--- src/rtl/frame_scanout.sv ---
// frame_scanout: raster timing generator that reads the frame buffer in {y,x} order
// and emits RGB555 with hsync/vsync/de aligned to the Ram read latency.
module frame_scanout #(
  parameter int H_ACTIVE   = 640,
  parameter int H_FP       = 16,
  parameter int H_SYNC     = 96,
  parameter int H_BP       = 48,
  parameter int V_ACTIVE   = 480,
  parameter int V_FP       = 10,
  parameter int V_SYNC     = 2,
  parameter int V_BP       = 33,
  parameter int RD_LATENCY = 1
) (
  input  logic        clk,
  input  logic        rst,
  input  logic        en,
  input  logic        fb_valid,
  output logic        rd_en,
  output logic [19:0] rd_addr,
  input  logic [14:0] rd_data,
  output logic [14:0] rgb_out,
  output logic        de,
  output logic        hsync,
  output logic        vsync,
  output logic        frame_start
);
  localparam int H_TOTAL = H_ACTIVE + H_FP + H_SYNC + H_BP;
  localparam int V_TOTAL = V_ACTIVE + V_FP + V_SYNC + V_BP;
  localparam int DW = 4 * RD_LATENCY;
  typedef enum logic {IDLE, SCAN} state_t;
  state_t state, state_nx;
  logic [9:0] h, v;
  logic [19:0] addr_q;
  logic tick, active, hs_n, vs_n, eol, eof;
  logic [DW-1:0] dl;
  logic [3:0] dl_out;
  // In IDLE with fb_valid high, this very tick is already pixel (0,0).
  assign tick = rst && en && (state == SCAN || fb_valid);
  assign eol = h == 10'(H_TOTAL - 1);
  assign eof = eol && v == 10'(V_TOTAL - 1);
  assign active = h < 10'(H_ACTIVE) && v < 10'(V_ACTIVE);
  assign hs_n = !(h >= 10'(H_ACTIVE + H_FP) && h < 10'(H_ACTIVE + H_FP + H_SYNC));
  assign vs_n = !(v >= 10'(V_ACTIVE + V_FP) && v < 10'(V_ACTIVE + V_FP + V_SYNC));
  assign rd_en = tick && active;
  assign rd_addr = rd_en ? {v, h} : addr_q;
  assign frame_start = tick && h == '0 && v == '0;
  assign dl_out = dl[DW-1 -: 4];
  always_comb state_nx = !tick ? state : (eof && !fb_valid) ? IDLE : SCAN;
  always_ff @(posedge clk or negedge rst)
    if (!rst) state <= IDLE;
    else state <= state_nx;
  always_ff @(posedge clk or negedge rst)
    if (!rst) begin
      h <= '0;
      v <= '0;
      addr_q <= '0;
    end else begin
      addr_q <= rd_addr;
      if (tick) begin
        h <= eol ? '0 : h + 10'd1;
        v <= eof ? '0 : eol ? v + 10'd1 : v;
      end
    end
  always_ff @(posedge clk or negedge rst)
    if (!rst) begin
      dl <= '0;
      rgb_out <= '0;
      de <= 1'b0;
      hsync <= 1'b1;
      vsync <= 1'b1;
    end else begin
      dl <= DW'({dl, tick, active, hs_n, vs_n});
      if (dl_out[3]) begin
        de <= dl_out[2];
        hsync <= dl_out[1];
        vsync <= dl_out[0];
        rgb_out <= dl_out[2] ? rd_data : '0;
      end
    end
endmodule
--- config.mk ---
export PLATFORM = sky130hd
export DESIGN_NAME = frame_scanout
export DESIGN_NICKNAME = d
export VERILOG_FILES = /design/src/rtl/frame_scanout.sv
export SDC_FILE = /design/constraint.sdc
export NUM_CORES = 1
export LEC_CHECK = 0
export CELL_PAD_IN_SITES_DETAIL_PLACEMENT = 1
export CELL_PAD_IN_SITES_GLOBAL_PLACEMENT = 2
export CORE_ASPECT_RATIO = 1.4
export CORE_MARGIN = 5
export CORE_UTILIZATION = 29
export CTS_CLUSTER_SIZE = 30
export DETAILED_ROUTE_END_ITERATION = 8
export GPL_ROUTABILITY_DRIVEN = 0
export PLACE_DENSITY_LB_ADDON = 0.1
export SLEW_MARGIN = 0
export SYNTH_ARGS = -nofsm -noshare
export SYNTH_HDL_FRONTEND = slang
export SYNTH_SLANG_ARGS = --single-unit
--- constraint.sdc ---
create_clock -name clk -period 2.3 [get_ports clk]
set_clock_uncertainty 0.05 [all_clocks]
set_input_delay 0.69 -clock clk [delete_from_list [all_inputs] [get_ports clk]]
set_output_delay 0.69 -clock clk [all_outputs]
set_load 0.005 [all_outputs]
After elaboration in Yosys (flattened, before gate mapping) --
Index checks and enable logic that the tools add are counted.
Operators by class: add/subtract/negate cells 2, magnitude comparators 6, equality and inequality tests 2, multiplexer cells 6, reduce and logical (&&, ||, !) cells 18
Operator list (count):
- $mux 10 | 3
- $add 10x1->10 const B | 2
- $eq 10x10->1 const B | 2
- $logic_not 10->1 | 2
- $lt 10x10->1 const B | 2
- $lt 10x9->1 const B | 2
- $mux 20 | 1
- $mux 15 | 1
- $ge 10x10->1 const B | 1
- $ge 10x9->1 const B | 1
- $logic_and 1x1->1 | 10
- $logic_not 1->1 | 3
- $reduce_and 2->1 | 1
- $reduce_bool 2->1 | 1
- $logic_or 1x1->1 | 1
- $mux 1 | 1
Storage, ports and cells: register bits 63, input port bits 19, output and inout bits 40, logic and storage cells 43

Depth between registers and ports, before layout --
Gate-level depths: netlist of run 1.
depth in word-level cells 4, mapped depth 7, gate-level depth less buffers 6

Worst setup path before layout of run 1 --
No wires, ideal clock.
path type input-to-output, from input port fb_valid, to output port rd_addr[11], data arrival time 1.668 ns, required time 1.560 ns, path slack -0.108 ns, cell stages on the path 4, cells stage by stage o211ai_4 > nor4_4 > buf_4 > mux2_2
Between the ends: cells in the longest elaborated chain, start to end 4
RTL lines:
- start, declared | RTL line 17 | input logic fb_valid,
- $logic_or 1x1->1 | RTL line 38 | assign tick = rst && en && (state == SCAN || fb_valid);
- $logic_and 1x1->1 | RTL line 38
- $logic_and 1x1->1 | RTL line 44 | assign rd_en = tick && active;
- via rd_en | RTL line 18 | output logic rd_en,
- $mux 20 | RTL line 45 | assign rd_addr = rd_en ? {v, h} : addr_q;
- end, declared | RTL line 19 | output logic [19:0] rd_addr,
The timed path passes the listed nets, and every way through them passes these cells.

Worst setup path after layout of run 1 --
from input port rst, to output port rd_addr[14]
Between the ends: cells in the longest elaborated chain, start to end 4
RTL lines:
- start, declared | RTL line 15 | input logic rst,
- $logic_and 1x1->1 (2 in series) | RTL line 38
- $logic_and 1x1->1 | RTL line 44
- $mux 20 | RTL line 45
Every way passes these cells.

==> results of run 1 <==
-- worst max path at each step --
stage	to	cells past startpoint
after detailed placement	rd_addr[9]	6
after CTS	rd_addr[6]	8
final	rd_addr[14]	8
after global placement	rd_addr[9]	6
after global routing	rd_addr[14]	7
after floorplan	rd_addr[11]	4
-- routing by layer --
metal,wire length (microns),GRT usage,part of all wire
met5,0,0,0
met4,139,0.0699,0.018
met3,247,0.0326,0.032
met2,4030,0.247,0.53
met1,3230,0.162,0.42
-- area by class of cell --
type                    count  area (sq um)  share of cell area
multi-input cells         148          1180               0.273
repair buffers            114          1060               0.244
inverters                  21          78.8              0.0182
clock buffers              12           246              0.0570
clock inverters             4          45.0              0.0104
well taps                 110           138              0.0318
flip-flops and latches     63          1580               0.365
-- flip-flops by register name (all words and copies together), names as in the netlist --
signal,flops
vsync,1
de,1
hsync,1
state,1
rgb_out,15
v,10
h,10
dl,4
addr_q,20
-- kinds of logic (layout without fill, tap and decap cells) --
kind of cell	after synthesis	in the layout
DFF	63	63
xor gates and xnor gates	10	10
buffers and inverters	33	151
AOI/OAI and AO/OA	32	32
and+or+nand+nor	80	80
muxes	22	22
adders and majority gates	4	4
-- timing repair --
action                     CTS  global route
setup endpoints to repair   22            22
pin swaps                    3             2
resized for setup          148            11
setup buffers               11             5
gates cloned                 1             0
-- cells in the final DEF (no fill, tap or decap), drive strengths merged, types with 2 or more instances in the layout --
cell           count
buf               81
clkinv             3
nand2             12
nand3             26
nor4               5
dfrtp             61
clkdlybuf4s50     33
ha                 4
nand4             10
or4b               2
xor2               5
mux2              22
o21a               2
and4               3
clkbuf            12
dfstp              2
nor2               7
and3               2
inv               21
xnor2              5
nor3               6
nor2b              2
o21ai             24
-- report_power, final --
group,switching [mW],internal (mW),leakage [nW]
combinational,0.259,0.373,1.13
clock,0.471,0.862,0.146
sequential,0.0609,1.23,0.774
total,0.791,2.46,2.05
-- critical path, cell delays in order --
cell,delay (ns)
buf_2,0.14
o211ai_4,0.09
nor4_4,0.30
buf_4,0.19
buf_8,0.14
buf_6,0.10
mux2_4,0.30
buf_6,0.12
==> impl_metrics.tcl, run 1 <==
set metrics [dict create \
    outcome "finished, violations left" \
    violations "setup timing" \
    hold_ws_ns 0.426 \
    fin_setup_tns_ns -9.22 \
    hold_viol_final 0 \
    placed_cell_area_sq_um 3780 \
    synthesis.area_sq_um 2810 \
    vias 2248 \
    num_antenna_cells 0 \
    io_pins 59 \
    fmax_mhz 354 \
    cts_buffers 9 \
    crit_path_end_kind "output pin" \
    placed_cells 443 \
    io_buffers 58 \
    maxCapViolations 0 \
    cp_data_required_time_ns 1.56 \
    peakVddDrop_uv 475 \
    via_per_inst 4.76 \
    start_kind "input pin" \
    rsz0062_at_grt "true" \
    dr.pass1.iters 4 \
    synth-async-reset-ratio 1.00 \
    rrSetupSlack_ns 0.46 \
    grt_util_all_layers 0.142 \
    ff2ff_path_depth 8 \
    start_util 0.297 \
    antenna_found_initial 0 \
    drtIter0Drc 73 \
    yosys-top-cells-area "dfrtp_1 54%, mux2_2 8.4%, nand3_1 4.6%" \
    period_share 1.23 \
    drv_slew 0 \
    post-route-min-period_ns 2.82 \
    core.rowCount 42 \
    synthFlopType "dfrtp_1" \
    wirelength_microns 7650 \
    pre_cts_ws_ns -1.11 \
    cts_hold_buffers 0 \
    grt_pass1_wl_microns 12700 \
    core-area_sq_um 9460 \
    hp-class "flop to flop" \
    synth_edf_count 0 \
    syn_to_final_growth_pct 54.3 \
    dp_hpwl_microns 5320 \
    yosys.area_share.simple 0.174 \
    ys_ff_latch 63 \
    netlist_instances 244 \
    muxShareOfSynthArea 0.0883 \
    cp.arrival_ns 2.08 \
    instances_no_fill 472 \
    worst_pin_slew_ns 0.813 \
    fin_area_sq_um 4330 \
    hp-start "dl[1]$_DFF_PN0_" \
    synth_common_cells "61 x dfrtp_1, 26 x nand3_1, 24 x o21ai_0" \
    p_leak_nw 2.05 \
    relSlewSlack 0.458 \
    overflow 0 \
    clock_latency_ns 0.33 \
    grt_max_degree 64 \
    final_util 0.458 \
    drive_gt1_frac 0.381 \
    holdPathEnd "hsync$_DFFE_PN1P_" \
    setup_viol 22 \
    pwr_density_cell_nw_per_um2 752 \
    ant_nets 0 \
    syn_nets 267 \
    avgSynthCellArea_sq_um 11.5 \
    dieWidth_microns 93.1 \
    yosys.area_share.adder 0.0178 \
    synth_top_area_frac 0.544 \
    r2r-end "v[7]$_DFFE_PN0P_" \
    startpoint "rst" \
    cts_max_level 3 \
    wl_per_cell_microns 16.2 \
    fillers 1029 \
    dieArea_sq_um 11800 \
    clk_pin_slew_ns 0.05 \
    cts_tree "built" \
    die_h_microns 126 \
    drc 0 \
    cp_max_fo 8 \
    clock_path_buffers 2 \
    synth-compound-area-share 0.0700 \
    synth_xor_area_frac 0.0312 \
    reg2reg_from "h[7]$_DFFE_PN0P_" \
    ys_types 41 \
    grt_pass1_vias 2478 \
    clkSinkCount 63 \
    power_mw 3.25 \
    cts-root-buf "clkbuf_16" \
    layout_setup_ws_ns -0.522 \
    worstHoldPathCells 1 \
    synth_top_family_by_area "simple AND/OR/NAND/NOR gates" \
    yosysSeqAreaShare 0.563 \
    yosys.area.top_type "dfrtp_1" \
    yosys_warnings 0 \
    path_class "input pin to output pin" \
    synth_most_common_cell "dfrtp_1" \
    nNetsFinal 380 \
]
Power figures use the tool's default switching activity.
==> inputs of run 2 (changes only) <==
- SKIP_LAST_GASP: default -> 1
==> results of run 2 <==
Final layout, timing and power as in run 1 (identical DEF).
Main changes from that run: number of gates resized after CTS 148 -> 147; via count of the first global-routing pass 2478 -> 2481
==> inputs of run 3 (changes only) <==
- CAP_MARGIN: default -> 0
==> results of run 3 <==
Final layout, timing and power as in run 1 (identical DEF).
Main changes from that run: number of gates resized after CTS 148 -> 147; via count of the first global-routing pass 2478 -> 2481
